===== config.mk =====
export PLATFORM = sky130hd
export DESIGN_NAME = dec_entry
export DESIGN_NICKNAME = d
export VERILOG_FILES = /design/src/rtl/dec_entry_pkg.sv /design/src/rtl/dec_entry_btn_debounce.sv /design/src/rtl/dec_entry.sv
export SDC_FILE = /design/constraint.sdc
export NUM_CORES = 1
export LEC_CHECK = 0
export ABC_AREA = 1
export CAP_MARGIN = 20
export CORE_MARGIN = 4
export CORE_UTILIZATION = 40
export DETAILED_ROUTE_END_ITERATION = 8
export GPL_TIMING_DRIVEN = 1
export PLACE_DENSITY = 0.6
export SYNTH_ARGS = -nofsm -noshare
export SYNTH_HDL_FRONTEND = slang
export SYNTH_SLANG_ARGS = --single-unit

===== constraint.sdc =====
create_clock -name clk -period 2.6 [get_ports clk]
set_clock_uncertainty 0.1 [all_clocks]
set_input_delay 0.39 -clock clk [delete_from_list [all_inputs] [get_ports clk]]
set_output_delay 0.39 -clock clk [all_outputs]
set_load 0.05 [all_outputs]

===== src/rtl/dec_entry_pkg.sv =====
// Shared types and constants for the decimal keypad-entry block.
package dec_entry_pkg;
  typedef enum logic [1:0] {IDLE, CONV, HOLD} state_t;

  localparam int         NUM_DIGITS = 4;
  localparam logic [3:0] BCD_MAX    = 4'd9;

  localparam int BTN_UP    = 0;
  localparam int BTN_DOWN  = 1;
  localparam int BTN_LEFT  = 2;
  localparam int BTN_RIGHT = 3;
  localparam int BTN_ENTER = 4;
  localparam int NUM_BTNS  = 5;
endpackage


===== src/rtl/dec_entry_btn_debounce.sv =====
// Button path: 2-flop synchronizer, stability counter, one-cycle press pulse on accepted rise.
module btn_debounce #(
  parameter int DEBOUNCE_CYCLES = 1000000,
  parameter int DB_W            = 20
) (
  input  logic clk,
  input  logic rst_n,
  input  logic btn,
  output logic press
);
  logic            sync1, sync2, level;
  logic [DB_W-1:0] cnt;

  always_ff @(posedge clk) begin
    if (!rst_n) begin
      sync1 <= 1'b0;
      sync2 <= 1'b0;
      level <= 1'b0;
      cnt   <= '0;
      press <= 1'b0;
    end else begin
      sync1 <= btn;
      sync2 <= sync1;
      press <= 1'b0;
      if (sync2 == level) begin
        cnt <= '0;
      end else if (cnt == DB_W'(DEBOUNCE_CYCLES - 1)) begin
        // Level accepted; only a rising acceptance produces a pulse.
        level <= sync2;
        cnt   <= '0;
        press <= sync2;
      end else begin
        cnt <= cnt + 1'b1;
      end
    end
  end
endmodule


===== src/rtl/dec_entry.sv =====
// Four-digit BCD keypad entry with sequential BCD-to-binary conversion and valid/ready output.
//   state | meaning
//   IDLE  | buttons edit digits/cursor; enter starts a conversion
//   CONV  | one digit per cycle, thousands first (k = 3..0)
//   HOLD  | result offered on data_out until data_ready
module dec_entry
  import dec_entry_pkg::*;
#(
  parameter int DEBOUNCE_CYCLES = 1000000,
  parameter int DB_W            = 20
) (
  input  logic        clk,
  input  logic        rst_n,
  input  logic        btn_up,
  input  logic        btn_down,
  input  logic        btn_left,
  input  logic        btn_right,
  input  logic        btn_enter,
  output logic [15:0] data_out,
  output logic        data_valid,
  input  logic        data_ready,
  output logic [15:0] digits_bcd,
  output logic [1:0]  cursor,
  output logic        busy
);
  logic [NUM_BTNS-1:0] btn_raw, press;

  assign btn_raw[BTN_UP]    = btn_up;
  assign btn_raw[BTN_DOWN]  = btn_down;
  assign btn_raw[BTN_LEFT]  = btn_left;
  assign btn_raw[BTN_RIGHT] = btn_right;
  assign btn_raw[BTN_ENTER] = btn_enter;

  for (genvar i = 0; i < NUM_BTNS; i++) begin : g_db
    btn_debounce #(
      .DEBOUNCE_CYCLES(DEBOUNCE_CYCLES),
      .DB_W           (DB_W)
    ) u_db (
      .clk  (clk),
      .rst_n(rst_n),
      .btn  (btn_raw[i]),
      .press(press[i])
    );
  end

  state_t                    state;
  logic [NUM_DIGITS-1:0][3:0] digits;
  logic [13:0]               acc, acc_next;
  logic [1:0]                k;
  logic [3:0]                cur_digit, digit_inc, digit_dec;

  assign digits_bcd = digits;
  assign cur_digit  = digits[cursor];
  assign digit_inc  = (cur_digit == BCD_MAX) ? 4'd0 : cur_digit + 4'd1;
  assign digit_dec  = (cur_digit == 4'd0) ? BCD_MAX : cur_digit - 4'd1;
  // acc*10 as shift-and-add; 14 bits holds 9999 so no step overflows.
  assign acc_next   = (acc << 3) + (acc << 1) + {10'd0, digits[k]};

  always_ff @(posedge clk) begin
    if (!rst_n) begin
      state      <= IDLE;
      digits     <= '0;
      cursor     <= 2'd0;
      acc        <= '0;
      k          <= 2'd0;
      data_out   <= 16'd0;
      data_valid <= 1'b0;
      busy       <= 1'b0;
    end else begin
      unique case (state)
        IDLE: begin
          if (press[BTN_ENTER]) begin
            state <= CONV;
            acc   <= '0;
            k     <= 2'd3;
            busy  <= 1'b1;
          end else if (press[BTN_UP]) begin
            digits[cursor] <= digit_inc;
          end else if (press[BTN_DOWN]) begin
            digits[cursor] <= digit_dec;
          end else if (press[BTN_LEFT]) begin
            cursor <= cursor + 2'd1;
          end else if (press[BTN_RIGHT]) begin
            cursor <= cursor - 2'd1;
          end
        end
        CONV: begin
          acc <= acc_next;
          k   <= k - 2'd1;
          if (k == 2'd0) begin
            state      <= HOLD;
            data_out   <= {2'b00, acc_next};
            data_valid <= 1'b1;
          end
        end
        HOLD: begin
          if (data_ready) begin
            state      <= IDLE;
            data_valid <= 1'b0;
            busy       <= 1'b0;
          end
        end
        default: begin
          state      <= IDLE;
          data_valid <= 1'b0;
          busy       <= 1'b0;
        end
      endcase
    end
  end
endmodule


==> results <==
- The flow ran to the end, and the final reports show no timing, DRC or antenna violations.
- Measured along the y axis, the die boundary spans 156 µm.
- The number of failing hold endpoints at the final stage was 0.
- The final design instance area without fill is roughly 0.010 mm².
- After layout, the worst path uses about 99% of the clock period.
- The largest fanout on the critical path is 4.
- The buffer cell driving the clock tree root is sky130_fd_sc_hd__clkbuf_16.
- The aggregate global-route resource usage is 16.2%.
- The number of antenna violations at the first check in global routing is 0.
- For this configuration, the core starts out at a cell density of 40.5%.
- The clock latency at the later pin of the worst-skew pair is approximately 430 ps.
- For this run, design rule violations remaining after detail routing come to 0.
- Max-cap violations in this run came to 0.
- The post-place instance area is 0.00964 mm².
- The synthesis-stage register bit count is 171.
- Timing would allow up to 389 MHz.
- STA classifies the critical path startpoint as a register.
- From left edge to right edge, the die measures 156 µm.
- The clock sink count is 171.
- Setup repair after global routing could not meet its margin everywhere.
- After layout, the design draws a total of 5.58 mW.
- The predominant post-synthesis flop cell is sky130_fd_sc_hd__dfxtp_1.
- The type of the worst min-delay path is register to register.
- Per report_power, the combinational group accounts for 1.3% of the total.
- In the routed layout, each cell is associated on average with a via count of 4.88.
- The number of global-route vias before repair is 7090.
- The ratio of cells with drive above 1 in the final layout is 12.7%.
- The number of H-tree levels is 4.
- The remaining max-slew budget at the tightest pin is 58.8%.
- Relative to the synthesized area, the layout overhead comes to 18.7%.
- For this block, the routed nets add up to 19500 µm of wire.
- The category of the most critical setup path is register to register.
- The power dissipated by switching net loads is around 1.2 mW.
- After clock tree synthesis, the clock-pin slew on the worst setup and hold paths is 80 ps.
- The detailed placement HPWL is 14100 µm.
- The transition time at the pin with the least slew margin is just over 600 ps.
- TritonCTS built the clock tree.
- After the first detailed-routing iteration, the DRC count stood at 376.
- The largest net degree at the start of global routing is 25.
- The synthesized design devotes to its leading area cell type 38.9% of total area.
- The iteration count of the initial detailed-routing pass is 4.
- The static leakage is approximately 4.2 nW.
- Ranked by total cell area, the synthesized netlist is headed by sky130_fd_sc_hd__dfxtp_1, sky130_fd_sc_hd__nand2_1, sky130_fd_sc_hd__nor2_1, sky130_fd_sc_hd__inv_1, sky130_fd_sc_hd__ha_1.
- The final count of pins violating max slew is 0.
- The data arrival time of the critical path is between 2000 and 3000 ps.
- The relative contribution of the clock network to total power is 51.6%.
- The sequential share of power is 47.1%.
- The share of total power consumed by net switching is 21.2%.
- In this run the power density over the cells is 534 mW/mm².
- The global placer's final weighted congestion is 0.897.
- Internal power comes to 4.40 mW.
- The net count of the finished layout is 1316.
- Dividing the detail-routed wire length by the instance count gives between 10 and 15 µm.
- For the worst setup path, the data required time is 2860 ps.
- The part of the Yosys area used for sequential elements is 38.9%.
- Counting every instance in the synthesized netlist gives between 1000 and 1500.
- The post-route antenna net violation count is 0.
- The count of port buffers added during placement is approximately 40.
- The kind of capture point of the worst setup path is a register.
- The die covers 0.0245 mm².
- The number of enable flip-flop cells after synthesis is 0.
- The netlist area before placement is 0.00881 mm².
- The maximum vdd ir drop is 0.349 mV.
- The wire length of the first global-routing pass is ~33000 µm.
- The total number of yosys warnings is 0.
- The post-route minimum period is 2570 ps.
- Counting flops with an async set or reset pin after synthesis yields a share of 0%.
- Clock tree synthesis inserted a total of 17 buffers.
- The cell type with the largest total area after synthesis is sky130_fd_sc_hd__dfxtp_1.
- Pin placement for this block handled 44 I/O pins.
- The floorplan step defined a core boundary enclosing 0.0218 mm².
- The synthesized netlist contains between 40 and 50 unique library cells.
- The total number of vias is 7645.
- Counting along the longest clock path gives a buffer depth of 2.
- The total overflow left after global routing is 0.
- The number of cell rows is 54.
- The cell count after placement is 1532.
- The antenna cell count is 0.
- The mean cell area of the mapped netlist is about 7.3 µm².
- The final instance count without filler cells is 1568.
- Setup violations remaining at the end of the flow were counted as 0.
## final timing paths
path         depth (start not counted)  slack [ps]                           from                       endpoint
max reg2reg                         15          30              k[0]$_SDFFE_PN0P_            acc[6]$_SDFFE_PN0P_
max                                 15          30              k[0]$_SDFFE_PN0P_            acc[6]$_SDFFE_PN0P_
min reg2reg                          2         310  g_db[0].u_db.sync1$_SDFF_PN0_  g_db[0].u_db.sync2$_SDFF_PN0_
min                                  2         310  g_db[0].u_db.sync1$_SDFF_PN0_  g_db[0].u_db.sync2$_SDFF_PN0_
## final cells by class
| class | instances | area [µm²] |
|---|---|---|
| clock buffers | 18 | 439 |
| clock inverters | 14 | 228 |
| fillers | 2154 | 11300 |
| inverters | 154 | 586 |
| multi-input cells | 856 | 4760 |
| flip-flops and latches | 171 | 3430 |
| well taps | 280 | 350 |
| repair buffers | 75 | 664 |
## Yosys cell counts (all sizes together), types with 8 or more instances
cell,instances
a21oi,73
buf,17
clkbuf,10
dfxtp,171
ha,31
inv,152
nand2,251
nand3,83
nand4,35
nor2,174
nor3,44
nor4,12
o21ai,45
o21bai,8
or2,13
xnor2,20
xor2,42
## through the flow
| stage | setup WS (ps) | hold WS (ps) | setup TNS (ps) | util (%) |
|---|---|---|---|---|
| after floorplan | 20.0 | 290 | 0 | - |
| after global placement | -14.3 | 296 | -37.9 | 44.3 |
| after detailed placement | -84.2 | 296 | -279 | 44.3 |
| after CTS | 31.6 | 297 | 0 | 47.4 |
| after global routing | -153 | 316 | -971 | 48.1 |
| final | 31.1 | 311 | 0 | 48.1 |
## logic make-up after synthesis
logic type | share of synthesized area (%)
other | 0.0426
DFF | 38.9
and+or+nand+nor | 32.7
adders and majority gates | 4.86
AOI/OAI and AO/OA | 8.85
buffers and inverters | 8.48
xor gates and xnor gates | 6.17
## placed cells by master (no fill, tap or decap), types with 2 or more instances in the layout
cell	synthesis	routed
sky130_fd_sc_hd__nand3_4	1	4
sky130_fd_sc_hd__xnor2_1	20	20
sky130_fd_sc_hd__buf_4	9	33
sky130_fd_sc_hd__xor2_1	42	40
sky130_fd_sc_hd__inv_1	148	146
sky130_fd_sc_hd__inv_2	3	5
sky130_fd_sc_hd__nand4_1	33	33
sky130_fd_sc_hd__nand3b_1	2	2
sky130_fd_sc_hd__clkinv_4	0	3
sky130_fd_sc_hd__ha_1	31	30
sky130_fd_sc_hd__o21bai_1	8	8
sky130_fd_sc_hd__a21oi_1	72	72
sky130_fd_sc_hd__a31oi_1	7	7
sky130_fd_sc_hd__nor3_1	40	40
sky130_fd_sc_hd__nor2_4	8	8
sky130_fd_sc_hd__nand2_1	238	232
sky130_fd_sc_hd__nand3_1	71	65
sky130_fd_sc_hd__conb_1	1	2
sky130_fd_sc_hd__nand2_2	13	19
sky130_fd_sc_hd__nor3b_1	2	2
sky130_fd_sc_hd__clkbuf_16	0	17
sky130_fd_sc_hd__nor3_4	2	2
sky130_fd_sc_hd__o22ai_2	0	2
sky130_fd_sc_hd__or2_2	12	12
sky130_fd_sc_hd__inv_6	0	6
sky130_fd_sc_hd__nand3_2	11	14
sky130_fd_sc_hd__nor3_2	2	2
sky130_fd_sc_hd__clkdlybuf4s50_1	0	40
sky130_fd_sc_hd__bufinv_16	0	5
sky130_fd_sc_hd__nor2_1	157	156
sky130_fd_sc_hd__xor2_2	0	2
sky130_fd_sc_hd__dfxtp_1	171	167
sky130_fd_sc_hd__o21ai_1	4	7
sky130_fd_sc_hd__nor2_2	9	10
sky130_fd_sc_hd__o21ai_2	2	3
sky130_fd_sc_hd__nor4_1	12	12
sky130_fd_sc_hd__dfxtp_2	0	3
sky130_fd_sc_hd__a221oi_1	2	2
sky130_fd_sc_hd__o21ai_0	39	34
## registers in the layout (all words and copies together), names as in the netlist
signal and flops:
acc 13, busy 1, cursor 2, data_out 14
data_valid 1, digits_bcd 16, g_db.u_db.cnt 100, g_db.u_db.level 5
g_db.u_db.press 5, g_db.u_db.sync1 5, g_db.u_db.sync2 5, k 2
state 2
## power by group through the flow
stage                     registers, mW  clock network (mW)  logic, mW
final                              2.63                2.88     0.0716
after global routing               2.63                3.08     0.0801
after CTS                          2.63                2.97     0.0722
after detailed placement           2.69                   0     0.0721
after global placement             2.69                   0     0.0718
after floorplan                    2.69                   0     0.0476
## layer usage
| metal | vias up | global-route usage (%) | wire (µm) |
|---|---|---|---|
| li1 | 4045 | - | - |
| met1 | 3483 | 21.7 | 9570 |
| met2 | 100 | 26.8 | 8940 |
| met3 | 17 | 3.18 | 694 |
| met4 | 0 | 4.59 | 272 |
| met5 | - | 0 | 0 |
## critical path, cell delays in order (launching register included)
cell,delay (ps)
sky130_fd_sc_hd__dfxtp_4,370
sky130_fd_sc_hd__clkinv_4,70
sky130_fd_sc_hd__buf_6,120
sky130_fd_sc_hd__nor2_1,130
sky130_fd_sc_hd__o22ai_2,120
sky130_fd_sc_hd__ha_1,290
sky130_fd_sc_hd__ha_2,180
sky130_fd_sc_hd__inv_2,40
sky130_fd_sc_hd__fa_2,370
sky130_fd_sc_hd__inv_2,70
sky130_fd_sc_hd__nand3_2,80
sky130_fd_sc_hd__nand3_4,100
sky130_fd_sc_hd__buf_4,130
sky130_fd_sc_hd__xor2_2,150
sky130_fd_sc_hd__nand2_1,70
sky130_fd_sc_hd__a21oi_1,140
## repair_timing
item                                    4_1_cts  5_1_grt
endpoints found under the setup margin        7       12
buffers inserted                              0        5
pin swaps                                     0       14
resized for setup                             4       31
hold buffers                                  0        0
Note: power is estimated with default switching activity, not from simulation.
